<file path="src/rtl/sb_pkg.sv">
// sb_pkg: types and constants shared by the scoreboard controller, its
// round-robin arbiter and the scoreboard itself.
//   entry_t  : {cmd_id, proc_id} hashmap entry
//   op_t     : scoreboard operation (write = insert, read = lookup, flush = remove)
//   state_t  : controller FSM states
// PROC_COUNT follows the `PROC_COUNT macro when the build provides one.
`ifndef PROC_COUNT
`define PROC_COUNT 8
`endif

package sb_pkg;
    localparam int PROC_COUNT = `PROC_COUNT;
    localparam int PROC_ID_W  = $clog2(PROC_COUNT);
    localparam int CMD_ID_W   = 8;

    typedef struct packed {
        logic [CMD_ID_W-1:0]  cmd_id;
        logic [PROC_ID_W-1:0] proc_id;
    } entry_t;

    typedef enum logic [1:0] {
        OP_WRITE,
        OP_READ,
        OP_FLUSH
    } op_t;

    typedef enum logic [1:0] {
        ST_IDLE,
        ST_ISSUE,
        ST_WAIT,
        ST_RESP
    } state_t;

    // Requester positions in the arbiter vectors.
    localparam int PORT_RET = 0;
    localparam int PORT_ISS = 1;
    localparam int PORT_QRY = 2;
endpackage

</file>
<file path="src/rtl/rr_arb3.sv">
// rr_arb3: 3-input round-robin arbiter with a request mask.
//   i_clk, i_rstn : clock, async active-low reset
//   i_req         : raw requests
//   i_mask        : 1 removes the matching request from arbitration
//   i_accept      : a granted request was taken; pointer moves past the winner
//   o_grant       : one-hot grant (zero when nothing eligible)
// The pointer names the highest-priority input and resets to input 0.
module rr_arb3 (
    input  logic       i_clk,
    input  logic       i_rstn,
    input  logic [2:0] i_req,
    input  logic [2:0] i_mask,
    input  logic       i_accept,
    output logic [2:0] o_grant
);
    logic [1:0] r_ptr;
    logic [2:0] w_req;
    logic [2:0] w_rot;
    logic [2:0] w_grot;

    assign w_req = i_req & ~i_mask;

    // Rotate so bit 0 is the pointer position, pick the first, rotate back.
    always_comb begin
        w_rot   = w_req;
        o_grant = '0;
        case (r_ptr)
            2'd1:    w_rot = {w_req[0], w_req[2], w_req[1]};
            2'd2:    w_rot = {w_req[1], w_req[0], w_req[2]};
            default: w_rot = w_req;
        endcase
        w_grot = w_rot[0] ? 3'b001 : (w_rot[1] ? 3'b010 : (w_rot[2] ? 3'b100 : 3'b000));
        case (r_ptr)
            2'd1:    o_grant = {w_grot[1], w_grot[0], w_grot[2]};
            2'd2:    o_grant = {w_grot[0], w_grot[2], w_grot[1]};
            default: o_grant = w_grot;
        endcase
    end

    always_ff @(posedge i_clk or negedge i_rstn) begin
        if (!i_rstn) begin
            r_ptr <= 2'd0;
        end else if (i_accept) begin
            if (o_grant[0])      r_ptr <= 2'd1;
            else if (o_grant[1]) r_ptr <= 2'd2;
            else if (o_grant[2]) r_ptr <= 2'd0;
        end
    end
endmodule

</file>
<file path="src/rtl/scoreboard_ctrl.sv">
// scoreboard_ctrl: sequencing front-end for the cmd_id->proc_id scoreboard.
// Arbitrates issue/retire/query requesters round-robin, runs one scoreboard
// operation at a time over the strobe/ack interface, tracks occupancy and
// returns per-port response pulses.
//   i_clk, i_rstn              : clock, async active-low reset (shared with scoreboard)
//   i_iss_* / o_iss_ready      : insert requests (entry_t)
//   i_ret_* / o_ret_ready      : remove requests; o_ret_done/o_ret_hit response
//   i_qry_* / o_qry_ready      : lookup requests; o_qry_rsp_valid/exists/proc_id response
//   o_sb_entry, o_sb_write/read/flush, i_sb_ack/exists/id : scoreboard side
//   o_count, o_full            : live entry count, count == PROC_COUNT-1
//   o_timeout                  : sticky ack watchdog flag
// Build option: SB_CTRL_TIMEOUT_EN enables the WAIT watchdog (TIMEOUT cycles).
//
// state    | meaning
// ST_IDLE  | readies follow the grant; a handshake latches op and entry
// ST_ISSUE | single-cycle scoreboard strobe
// ST_WAIT  | strobes low, entry held, waiting for i_sb_ack
// ST_RESP  | one-cycle response pulse and count update
module scoreboard_ctrl import sb_pkg::*; #(
    parameter int PROC_COUNT = sb_pkg::PROC_COUNT,
    parameter int TIMEOUT    = 64
) (
    input  logic                          i_clk,
    input  logic                          i_rstn,
    input  logic                          i_iss_valid,
    output logic                          o_iss_ready,
    input  entry_t                        i_iss_entry,
    input  logic                          i_ret_valid,
    output logic                          o_ret_ready,
    input  logic [CMD_ID_W-1:0]           i_ret_cmd_id,
    input  logic                          i_qry_valid,
    output logic                          o_qry_ready,
    input  logic [CMD_ID_W-1:0]           i_qry_cmd_id,
    output logic                          o_ret_done,
    output logic                          o_ret_hit,
    output logic                          o_qry_rsp_valid,
    output logic                          o_qry_exists,
    output logic [$clog2(PROC_COUNT)-1:0] o_qry_proc_id,
    output entry_t                        o_sb_entry,
    output logic                          o_sb_write,
    output logic                          o_sb_read,
    output logic                          o_sb_flush,
    input  logic                          i_sb_ack,
    input  logic                          i_sb_exists,
    input  logic [$clog2(PROC_COUNT)-1:0] i_sb_id,
    output logic [$clog2(PROC_COUNT):0]   o_count,
    output logic                          o_full,
    output logic                          o_timeout
);
    localparam int PID_W = $clog2(PROC_COUNT);
    localparam int CNT_W = PID_W + 1;
    localparam logic [CNT_W-1:0] CNT_MAX = CNT_W'(PROC_COUNT - 1);

    state_t             r_state, w_state_nxt;
    op_t                r_op, w_in_op;
    entry_t             r_entry, w_in_entry;
    logic               r_exists, r_acked;
    logic [PID_W-1:0]   r_id;
    logic [CNT_W-1:0]   r_count;
    logic [2:0]         w_grant;
    logic [CMD_ID_W-1:0] w_in_cmd;
    logic               w_accept;
    logic               w_tmo_hit;

    rr_arb3 u_arb (
        .i_clk    (i_clk),
        .i_rstn   (i_rstn),
        .i_req    ({i_qry_valid, i_iss_valid, i_ret_valid} & {3{r_state == ST_IDLE}}),
        .i_mask   ({1'b0, o_full, 1'b0}),
        .i_accept (w_accept),
        .o_grant  (w_grant)
    );

    assign w_accept    = |w_grant;
    assign o_ret_ready = w_grant[PORT_RET];
    assign o_iss_ready = w_grant[PORT_ISS];
    assign o_qry_ready = w_grant[PORT_QRY];

    always_comb begin
        w_in_op    = OP_READ;
        w_in_cmd   = i_qry_cmd_id;
        w_in_entry = '0;
        if (w_grant[PORT_RET]) begin
            w_in_op  = OP_FLUSH;
            w_in_cmd = i_ret_cmd_id;
        end else if (w_grant[PORT_ISS]) begin
            w_in_op  = OP_WRITE;
            w_in_cmd = i_iss_entry.cmd_id;
        end
        // Only writes carry a proc_id; lookups and removals send proc_id 0.
        if (w_grant[PORT_ISS]) w_in_entry = i_iss_entry;
        else                   w_in_entry.cmd_id = w_in_cmd;
    end

    always_comb begin
        w_state_nxt = r_state;
        case (r_state)
            ST_IDLE: begin
                if (w_accept) begin
                    // cmd_id 0 is the empty marker: never reaches the scoreboard.
                    if (w_in_cmd == '0) w_state_nxt = w_grant[PORT_ISS] ? ST_IDLE : ST_RESP;
                    else                w_state_nxt = ST_ISSUE;
                end
            end
            ST_ISSUE: w_state_nxt = ST_WAIT;
            ST_WAIT:  if (i_sb_ack || w_tmo_hit) w_state_nxt = ST_RESP;
            ST_RESP:  w_state_nxt = ST_IDLE;
            default:  w_state_nxt = ST_IDLE;
        endcase
    end

    always_ff @(posedge i_clk or negedge i_rstn) begin
        if (!i_rstn) begin
            r_state  <= ST_IDLE;
            r_op     <= OP_WRITE;
            r_entry  <= '0;
            r_exists <= 1'b0;
            r_acked  <= 1'b0;
            r_id     <= '0;
            r_count  <= '0;
        end else begin
            r_state <= w_state_nxt;
            if (r_state == ST_IDLE && w_accept) begin
                r_op     <= w_in_op;
                r_entry  <= w_in_entry;
                r_exists <= 1'b0;
                r_acked  <= 1'b0;
                r_id     <= '0;
            end
            if (r_state == ST_WAIT && i_sb_ack) begin
                r_exists <= i_sb_exists;
                r_acked  <= 1'b1;
                r_id     <= i_sb_exists ? i_sb_id : '0;
            end
            // Count only on an acknowledged write, so a watchdog abort leaves it alone.
            if (r_state == ST_RESP) begin
                if (r_op == OP_WRITE && r_acked && r_count != CNT_MAX)
                    r_count <= r_count + CNT_W'(1);
                else if (r_op == OP_FLUSH && r_exists && r_count != '0)
                    r_count <= r_count - CNT_W'(1);
            end
        end
    end

`ifdef SB_CTRL_TIMEOUT_EN
    localparam int TMO_W = (TIMEOUT > 1) ? $clog2(TIMEOUT) : 1;
    logic [TMO_W-1:0] r_wait_cnt;
    logic             r_timeout;

    // Loaded while the strobe is out; hitting zero in WAIT without ack is the TIMEOUT-th cycle.
    assign w_tmo_hit = (r_state == ST_WAIT) && !i_sb_ack && (r_wait_cnt == '0);
    assign o_timeout = r_timeout;

    always_ff @(posedge i_clk or negedge i_rstn) begin
        if (!i_rstn) begin
            r_wait_cnt <= '0;
            r_timeout  <= 1'b0;
        end else begin
            if (r_state == ST_ISSUE)
                r_wait_cnt <= TMO_W'(TIMEOUT - 1);
            else if (r_state == ST_WAIT && r_wait_cnt != '0)
                r_wait_cnt <= r_wait_cnt - TMO_W'(1);
            if (w_tmo_hit) r_timeout <= 1'b1;
        end
    end
`else
    logic w_tmo_unused;
    assign w_tmo_unused = (TIMEOUT > 0);
    assign w_tmo_hit    = 1'b0;
    assign o_timeout    = 1'b0;
`endif

    assign o_sb_entry      = r_entry;
    assign o_sb_write      = (r_state == ST_ISSUE) && (r_op == OP_WRITE);
    assign o_sb_read       = (r_state == ST_ISSUE) && (r_op == OP_READ);
    assign o_sb_flush      = (r_state == ST_ISSUE) && (r_op == OP_FLUSH);
    assign o_ret_done      = (r_state == ST_RESP) && (r_op == OP_FLUSH);
    assign o_ret_hit       = o_ret_done && r_exists;
    assign o_qry_rsp_valid = (r_state == ST_RESP) && (r_op == OP_READ);
    assign o_qry_exists    = o_qry_rsp_valid && r_exists;
    assign o_qry_proc_id   = o_qry_rsp_valid ? r_id : '0;
    assign o_count         = r_count;
    assign o_full          = (r_count == CNT_MAX);
endmodule

</file>
<file path="config.mk">
export PLATFORM = sky130hd
export DESIGN_NAME = scoreboard_ctrl
export DESIGN_NICKNAME = d
export VERILOG_FILES = /design/src/rtl/sb_pkg.sv /design/src/rtl/rr_arb3.sv /design/src/rtl/scoreboard_ctrl.sv
export SDC_FILE = /design/constraint.sdc
export NUM_CORES = 1
export LEC_CHECK = 0
export BUFFER_PORTS_ARGS = -buffer_cell sky130_fd_sc_hd__buf_2
export CELL_PAD_IN_SITES_DETAIL_PLACEMENT = 2
export CELL_PAD_IN_SITES_GLOBAL_PLACEMENT = 2
export CORE_MARGIN = 10
export CORE_UTILIZATION = 30
export DETAILED_ROUTE_END_ITERATION = 10
export PLACE_DENSITY = 0.82
export RECOVER_POWER = 100
export SYNTH_ARGS = -nofsm -noshare
export SYNTH_HDL_FRONTEND = slang
export SYNTH_SLANG_ARGS = --single-unit
</file>
<file path="constraint.sdc">
create_clock -name i_clk -period 5.59 [get_ports i_clk]
set_input_delay 0.8385 -clock i_clk [delete_from_list [all_inputs] [get_ports i_clk]]
set_output_delay 0.8385 -clock i_clk [all_outputs]
set_load 0.05 [all_outputs]
</file>
==> impl_metrics.toml, run 1 <==
[power]
clockPowerShare_pct = 9.5
p_leak_nw = 0.949
swShare_pct = 54.4
p_sw_mw = 0.717
irDropWorstVdd_mv = 0.252
p_int_mw = 0.602
power_frac_comb_pct = 64.4
powerDensity_nw_per_um2 = 650
seqPwrFrac_pct = 26.1

[global_route]
use_met3_pct = 4.80
grt_max_degree = 27
grt_pass1_wl_mm = 9.29
grt_util_all_layers_pct = 12.7
antenna_found_initial = 0
first_global_vias = 1798
gr-usage-met1_pct = 14.9
overflow = 0
gr-max-usage-layer = "met2"
grt_util_met2_pct = 22.4

[yosys]
syn_inst = 169
synth_flop_cell = "dfrtp_1"
yosys_warnings = 0
seq_area_frac_synth_pct = 39.9
syn_area_sq_um = 1630
synth-xor-area-share_pct = 2.15
synth_nets = 216
synthAdderAreaFrac_pct = 8.14
ys_types = 46
synth_compound_area_share_pct = 22.1
synth_top_family_by_area = "compound AO/OA/AOI/OAI gates"
async_flop_share_pct = 100
synth.area.mux_share_pct = 3.30
synth-simple-area-share_pct = 20.0
avgSynthCellArea_sq_um = 9.65
synth_edf_count = 0
ys_ff_latch = 26

[placement]
place_congestion = 0.746
dp_worst_setup_slack_ns = 2.35
io_buffer_count = 65
hpwl_mm = 4.38

[routing]
routed_wl_mm = 5.48
num_vias = 1539
drt-initial-drc-count = 58
vias_per_cell = 5.08
antenna_left = 0
drc = 0
firstDrtPassIters = 4
routedWlPerCell_um = 18.1

[cells_and_area]
layout_commonest_cell = "buf_2"
final_util_pct = 39.0
fillers = 632
final_cell_mix = "buf_2 (35), clkbuf_1 (30), dfrtp_1 (26), nand2_1 (16), nor2_1 (12)"
fin_nets = 281
drive_gt1_share_pct = 20.2
area_growth_syn_to_layout_pct = 24.4
diodes = 0

[timing]
skew_ns = 0.00133
timing.final.crit_period_ns = 3.49
whs_ns = 0.516
setup_slack_ns = 2.10
final-setup-viol-count = 0
slew_viol_final = 27
max_freq_ghz = 0.287
worstMarginPinSlew_ns = 1.51
fin_tns_setup_ns = 0
slew_headroom_pct = -0.752
rsz0062_at_grt = "false"
fin_crit_sh_pct = 62.4
finalHoldViolCount = 0

[critical_path]
required_ns = 4.75
crit_fanout = 17
crit_arrival_ns = 2.65
crit_path_frequent_cell = "inv_1"
crit_chain = "inv_1, ha_1, nand3_1, a21oi_1, nor2_2, inv_1, clkbuf_1"
cpMaxStageDelayCell = "clkbuf_1"
cp-end-kind = "output pin"
critPathMaxStageDelay_ns = 0.53
critical_path_class = "flop to output pin"
start_kind = "flop"
rrSetupSlack_ns = 2.35

[outcome]
status = "complete, but fails checks"
violations = "max-capacitance violations, max-slew violations"

[cts]
cts_buffers = 3
postCtsSetupRepairBufs = 0
cts_tree = "yes"
ctsHoldBuffers = 0
clockBufferDepth = 2
clock_latency_ns = 0.27
clk_pin_slew_ns = 0.09
root_buffer = "clkbuf_8"
post_cts_resized = 0
htree_levels = 1
cts_sinks = 26

[floorplan]
die_h_um = 93.7
dieArea_sq_um = 8780
pin_count = 67
core_sq_um = 5200
start_util_pct = 31.3
rows = 26
dieWidth_um = 93.7

[run]
maxCapViolations = 1

[worst_hold_path]
hold_class = "flop to flop"
Yosys cell counts, drive strengths merged (2+ instances only):
cell     n  area (sq um)
mux2i    2          20.0
o22ai    3          18.8
and3b    3          26.3
inv      9          33.8
nor3     2          10.0
dfrtp   26           651
a221oi   4          35.0
xnor2    2          17.5
a21oi   10          50.1
nor2b    6          37.5
mux2     3          33.8
ha       9           113
buf      2          18.8
o21ai    4          20.0
or4      3          22.5
nand2   16          60.1
nand3    3          15.0
clkbuf   4          15.0
a21o     2          15.0
a221o    3          30.0
o21bai   4          30.0
a22oi    2          15.0
nor2    13          51.3
and2    11          68.8
a22o     4          35.0
xor2     2          17.5
power by group through the flow:
stage                     registers (mW)  logic [mW]  clock network, mW
final                              0.344       0.850              0.125
after global routing               0.362       0.939              0.136
after CTS                          0.346       0.887              0.131
after detailed placement           0.350       0.877                  0
after global placement             0.345       0.848                  0
after floorplan                    0.502       0.502                  0
worst paths after layout:
check / start / end / cells past startpoint
worst max-delay path: r_state[0]$_DFFE_PN0P_ / o_iss_ready / 7
worst min-delay path: o_sb_entry[2]$_DFFE_PN0P_ / o_sb_entry[2]$_DFFE_PN0P_ / 1
worst max register to register: r_state[0]$_DFFE_PN0P_ / r_state[0]$_DFFE_PN0P_ / 9
worst min register to register: o_sb_entry[2]$_DFFE_PN0P_ / o_sb_entry[2]$_DFFE_PN0P_ / 1
max in group asynchronous: i_rstn / r_id[1]$_DFFE_PN0P_ / 1
min in group asynchronous: i_rstn / u_arb.r_ptr[1]$_DFFE_PN0P_ / 1
cell type report:
type | count | area [sq um] | area share [%]
clock buffer | 4 | 55.1 | 2.71
sequential | 26 | 651 | 32.1
tap | 70 | 87.6 | 4.32
timing repair buffer | 66 | 295 | 14.6
multi-input combinational | 128 | 906 | 44.7
inverter | 9 | 33.8 | 1.67
per-stage QoR:
| stage | power, mW | instances | instance area, sq um |
|---|---|---|---|
| 2_1_floorplan | 1.00 | 169 | 1630 |
| 3_3_place_gp | 1.19 | 299 | 2020 |
| 3_5_place_dp | 1.23 | 299 | 2020 |
| 4_1_cts | 1.36 | 303 | 2070 |
| 5_1_grt | 1.44 | 303 | 2030 |
| 6_report | 1.32 | 303 | 2030 |
worst max-delay path: cells and delay by family (launching register included):
kind / cells / cell delay (ns)
buffers and inverters: 3 / 1.08
DFF: 1 / 0.43
adders and majority gates: 1 / 0.36
and+or+nand+nor: 2 / 0.27
AOI/OAI and AO/OA: 1 / 0.23
cell families after synthesis:
family                   after synthesis
AND/OR/NAND/NOR                       61
AO/OA/AOI/OAI                         47
flip-flops                            26
buffers and inverters                 15
adder cells (fa/ha/maj)               10
multiplexers                           5
XOR/XNOR                               4
other                                  1
flip-flops by register name, indices dropped and copies added (netlist names):
register / cells
o_sb_entry: 11
r_exists: 1
r_acked: 1
r_op: 2
o_count: 4
r_state: 2
r_id: 3
u_arb.r_ptr: 2
metal layers:
metal	vias to the layer above	part of all wire, %
met4	0	0.073
met2	50	49
met1	750	44
met5	-	0
met3	2	7.6
li1	737	-
Note: power is estimated with default switching activity, not from simulation.
==> run 2, diff against run 1 <==
--- a/config.mk
+++ b/config.mk
@@ -5,13 +5,14 @@
 export SDC_FILE = /design/constraint.sdc
 export NUM_CORES = 1
 export LEC_CHECK = 0
+export ABC_AREA = 1
 export BUFFER_PORTS_ARGS = -buffer_cell sky130_fd_sc_hd__buf_2
 export CELL_PAD_IN_SITES_DETAIL_PLACEMENT = 2
 export CELL_PAD_IN_SITES_GLOBAL_PLACEMENT = 2
 export CORE_MARGIN = 10
-export CORE_UTILIZATION = 30
+export CORE_UTILIZATION = 26
 export DETAILED_ROUTE_END_ITERATION = 10
-export PLACE_DENSITY = 0.82
+export PLACE_DENSITY = 0.77
 export RECOVER_POWER = 100
 export SYNTH_ARGS = -nofsm -noshare
 export SYNTH_HDL_FRONTEND = slang
==> constraint.sdc (replaced) <==
create_clock -name i_clk -period 3.6 [get_ports i_clk]
set_input_delay 0.54 -clock i_clk [delete_from_list [all_inputs] [get_ports i_clk]]
set_output_delay 0.54 -clock i_clk [all_outputs]
set_load 0.05 [all_outputs]
==> run 2 against run 1 <==
Against the previous run: the flow now finishes without violations; wire length increased by 13%; sequential share of layout area decreased by 1.6 points; worst hold slack got worse by 0.033 ns; setup slack got worse by 1.7 ns; clock skew increased by 0.0043 ns; utilization decreased by 5.6 points; cell count increased by 24%; non-clock buffer count decreased by 1; first-iteration DRC count increased by 21%.
==> impl_metrics.toml, run 2 <==
[yosys]
async_flop_share_pct = 100
syn_inst = 236
ys_types = 32
ys_ff_latch = 26
synth_top_area_share_pct = 37.7
synthTopCellsByCount = "nand2_1 (64), inv_1 (33), nand3_1 (27)"
yosysTopAreaCell = "dfrtp_1"
synth_area_leaders = "dfrtp_1 (38%), nand2_1 (14%), nand3_1 (7.8%)"
seq_area_frac_synth_pct = 37.7
syn_area_sq_um = 1730
synth_most_common_cell = "nand2_1"
synth_flop_cell = "dfrtp_1"
synth_nets = 283
synth_edf_count = 0
avgSynthCellArea_sq_um = 7.31
yosys_warnings = 0

[routing]
routedWlPerCell_um = 16.5
drt-initial-drc-count = 70
num_vias = 1805
antenna_left = 0
vias_per_cell = 4.80
routed_wl_mm = 6.21
drc = 0
firstDrtPassIters = 4

[cts]
post_cts_resized = 0
cts_buffers = 3
root_buffer = "clkbuf_8"
clock_latency_ns = 0.28
postCtsSetupRepairBufs = 0
htree_levels = 1
cts_tree = "yes"
ctsHoldBuffers = 0
clk_pin_slew_ns = 0.10
clockBufferDepth = 2
cts_sinks = 26

[timing]
finalHoldViolCount = 0
fin_tns_setup_ns = 0
slew_headroom_pct = 5.35
rsz0062_at_grt = "false"
worstMarginPinSlew_ns = 1.42
final-setup-viol-count = 0
skew_ns = 0.00564
max_freq_ghz = 0.310
timing.final.crit_period_ns = 3.23
fin_crit_sh_pct = 89.6
slew_viol_final = 0

[cells_and_area]
largest_reg_flops = 11
fillers = 798
fin_nets = 347
diodes = 0
area_growth_syn_to_layout_pct = 23.6
drive_gt1_share_pct = 17.1
layout_commonest_cell = "nand2_1"
fin_cells = 376
final_cell_mix = "nand2_1 (66), buf_2 (37), inv_1 (33), clkbuf_1 (28), nand3_1 (27)"

[outcome]
status = "finished, final reports clean"

[placement]
io_buffer_count = 65
dp.cells = 372
place_congestion = 0.844
hpwl_mm = 5.13

[floorplan]
core_sq_um = 6390
rows = 29
dieWidth_um = 101
start_util_pct = 27.0
die_h_um = 101
pin_count = 67
dieArea_sq_um = 10300

[global_route]
overflow = 0
grt_max_degree = 27
grt_pass1_wl_mm = 10.4
grt_util_all_layers_pct = 12.3
first_global_vias = 2082
antenna_found_initial = 0

[critical_path]
crit_arrival_ns = 2.69
crit_fanout = 6
critical_path_class = "flop to output pin"
rrSetupSlack_ns = 0.50
start_kind = "flop"
required_ns = 3.06
cp-end-kind = "output pin"

[worst_hold_path]
hold_class = "primary input to flop"

[run]
maxCapViolations = 0
-- run 2: layout make-up --
type,count,area (sq um),share of cell area (%)
multi-input cells,167,883,41.4
flip-flops and latches,26,651,30.5
repair buffers,65,290,13.6
inverters,37,141,6.63
well taps,77,96.3,4.52
clock buffers,3,41.3,1.94
clock inverters,1,30.0,1.41
-- run 2: critical path, cell delays in order, from the launching register on --
cell and delay (ns):
dfrtp_1 0.43, inv_1 0.13, ha_1 0.26, nand2_1 0.08, inv_1 0.09, nand2_1 0.10
o21bai_1 0.22, nand4_1 0.18, a21boi_0 0.54, buf_2 0.38
-- run 2: worst paths after layout --
check,start,end,depth (start not counted)
min reg2reg,o_sb_entry[3]$_DFFE_PN0P_,o_sb_entry[3]$_DFFE_PN0P_,2
max reg2reg,r_state[0]$_DFFE_PN0P_,r_exists$_DFFE_PN0P_,16
max in group asynchronous,i_rstn,o_count[0]$_DFFE_PN0P_,1
min,i_iss_entry[0],o_sb_entry[0]$_DFFE_PN0P_,2
max,r_state[0]$_DFFE_PN0P_,o_ret_ready,9
min in group asynchronous,i_rstn,o_count[1]$_DFFE_PN0P_,1
-- run 2: routing by layer --
layer	GRT usage, %	vias to the layer above	wire length (um)
met5	0	-	0
met4	2.25	0	41
met3	5.24	5	626
met2	20.1	58	2810
met1	14.7	864	2730
li1	-	878	-
-- run 2: through the flow --
stage	utilization [%]	cell area [sq um]	setup slack [ns]	hold slack [ns]
global placement	32.9	2100	0.596	0.461
detailed placement	32.9	2100	0.559	0.477
global route	33.4	2130	0.0651	0.473
floorplan	-	1730	0.447	0.244
finish	33.4	2130	0.373	0.483
CTS	34.0	2170	0.280	0.284
-- run 2: kinds of logic after synthesis --
kind of cell / Yosys count / synth area share (%)
other: 1 / 0.217
xor gates and xnor gates: 3 / 1.52
muxes: 1 / 0.653
DFF: 26 / 37.7
AOI/OAI and AO/OA: 29 / 10.8
and+or+nand+nor: 123 / 30.6
adders and majority gates: 10 / 7.69
buffers and inverters: 43 / 10.8
Power of run 2 is left out: the tool's default activity adds up to more than one toggle a clock period on the data nets, which glitch-free logic cannot reach.
==> run 3, diff against run 2 <==
--- a/config.mk
+++ b/config.mk
@@ -7,10 +7,9 @@
 export LEC_CHECK = 0
 export ABC_AREA = 1
 export BUFFER_PORTS_ARGS = -buffer_cell sky130_fd_sc_hd__buf_2
-export CELL_PAD_IN_SITES_DETAIL_PLACEMENT = 2
-export CELL_PAD_IN_SITES_GLOBAL_PLACEMENT = 2
+export CAP_MARGIN = 10
 export CORE_MARGIN = 10
-export CORE_UTILIZATION = 26
+export CORE_UTILIZATION = 49
 export DETAILED_ROUTE_END_ITERATION = 10
 export PLACE_DENSITY = 0.77
 export RECOVER_POWER = 100
==> run 3 against run 2 <==
Against the previous run: cell count down 8.2%; via count decreased by 3.4%; clock skew is 0.0033 ns lower; setup slack worse by 0.0098 ns.
==> impl_metrics.toml, run 3 (same netlist as run 2, synthesis figures left out) <==
[cells_and_area]
final_cell_mix = "nand2_1 (68), buf_2 (35), inv_1 (33), clkbuf_1 (28), nand3_1 (27)"
drive_gt1_share_pct = 16.4
area_growth_syn_to_layout_pct = 19.9
largest_reg_flops = 11
diodes = 0
layout_commonest_cell = "nand2_1"
fin_nets = 347

[timing]
max_freq_ghz = 0.309
slew_headroom_pct = 8.59
finalHoldViolCount = 0
skew_ns = 0.00231
worstMarginPinSlew_ns = 1.37
timing.final.crit_period_ns = 3.24
fin_crit_sh_pct = 89.9
rsz0062_at_grt = "false"
slew_viol_final = 0
fin_tns_setup_ns = 0
final-setup-viol-count = 0

[routing]
antenna_left = 0
routedWlPerCell_um = 13.2
firstDrtPassIters = 4
num_vias = 1743
drc = 0
drt-initial-drc-count = 84
vias_per_cell = 5.05
routed_wl_mm = 4.55

[global_route]
grt_util_all_layers_pct = 15.0
grt_pass1_wl_mm = 7.96
overflow = 0
antenna_found_initial = 0
first_global_vias = 1808
grt_max_degree = 27

[cts]
cts_tree = "yes"
clk_pin_slew_ns = 0.14
cts_sinks = 26
cts_buffers = 3
ctsHoldBuffers = 0
postCtsSetupRepairBufs = 0
htree_levels = 1
post_cts_resized = 0
root_buffer = "clkbuf_4"
clockBufferDepth = 2
clock_latency_ns = 0.32

[floorplan]
die_h_um = 79.3
start_util_pct = 51.3
core_sq_um = 3360
pin_count = 67
rows = 21
dieArea_sq_um = 6290
dieWidth_um = 79.3

[critical_path]
critical_path_class = "flop to output pin"
crit_path_frequent_cell = "nand2_1"
rrSetupSlack_ns = 0.55
cp-end-kind = "output pin"
startpoint = "u_arb.r_ptr[0]$_DFFE_PN0P_"
required_ns = 3.06
r2r_end = "r_exists$_DFFE_PN0P_"
crit_arrival_ns = 2.70
crit_fanout = 14
crit_chain = "inv_1, ha_1, inv_2, o21ai_0, inv_1, nand2_1, nand2_1, nand4_1, nand2_1, nand2_1, inv_2, clkbuf_2"
cpMaxStageDelayCell = "ha_1"
endpoint = "o_iss_ready"
r2r_start = "u_arb.r_ptr[0]$_DFFE_PN0P_"
reg2regPathDepth = 16
start_kind = "flop"
critPathMaxStageDelay_ns = 0.39

[outcome]
status = "finished, final reports clean"

[worst_hold_path]
hold_class = "primary input to flop"

[run]
maxCapViolations = 0

[placement]
place_congestion = 0.791
hpwl_mm = 3.73
io_buffer_count = 65
run 3: cell types whose count changed in the layout (fill, tap and decap cells not counted), sizes merged:
cell and change:
buf -2, clkbuf +2
run 3: critical path, delay by kind of cell (launching register included):
family / cells / cell delay, ns
AOI/OAI and AO/OA: 1 / 0.09
and+or+nand+nor: 5 / 0.62
buffers and inverters: 5 / 0.89
DFF: 1 / 0.38
adders and majority gates: 1 / 0.39
run 3: final cells by class:
class                           count  area [sq um]
Clock buffer                        3          22.5
Clock inverter                      1          30.0
Sequential cell                    26           651
Tap cell                           46          57.6
Multi-Input combinational cell    167           878
Fill cell                         354          1290
Inverter                           37           139
Timing Repair Buffer               65           290
run 3: how the worst min path moves through the flow:
| stage | start | to | slack [ns] | depth (start not counted) |
|---|---|---|---|---|
| finish | i_iss_entry[1] | o_sb_entry[1]$_DFFE_PN0P_ | 0.43 | 2 |
| global route | i_iss_entry[1] | o_sb_entry[1]$_DFFE_PN0P_ | 0.41 | 2 |
| CTS | i_rstn | o_count[3]$_DFFE_PN0P_ | 0.21 | 1 |
| detailed placement | o_sb_entry[8]$_DFFE_PN0P_ | o_sb_entry[8]$_DFFE_PN0P_ | 0.47 | 2 |
| global placement | o_sb_entry[3]$_DFFE_PN0P_ | o_sb_entry[3]$_DFFE_PN0P_ | 0.47 | 2 |
| floorplan | i_rstn | o_count[0]$_DFFE_PN0P_ | 0.24 | 0 |
run 3: through the flow:
step                instance area (sq um)  utilization [%]  setup WS [ns]  hold slack (ns)  instances
global route                         2070             61.5         0.0767            0.413        345
detailed placement                   2060             61.3          0.779            0.469        341
CTS                                  2110             62.8          0.391            0.207        345
floorplan                            1730                -          0.447            0.244        236
global placement                     2060             61.3          0.841            0.467        341
finish                               2070             61.5          0.363            0.432        345
run 3: layer usage:
metal	share of wire (%)	track usage (%)	vias to the layer above
met3	9.4	5.41	4
li1	-	-	881
met4	0.64	3.23	0
met2	47	25.6	61
met5	0	0	-
met1	43	17.5	797
Power of run 3 is left out for the same reason.
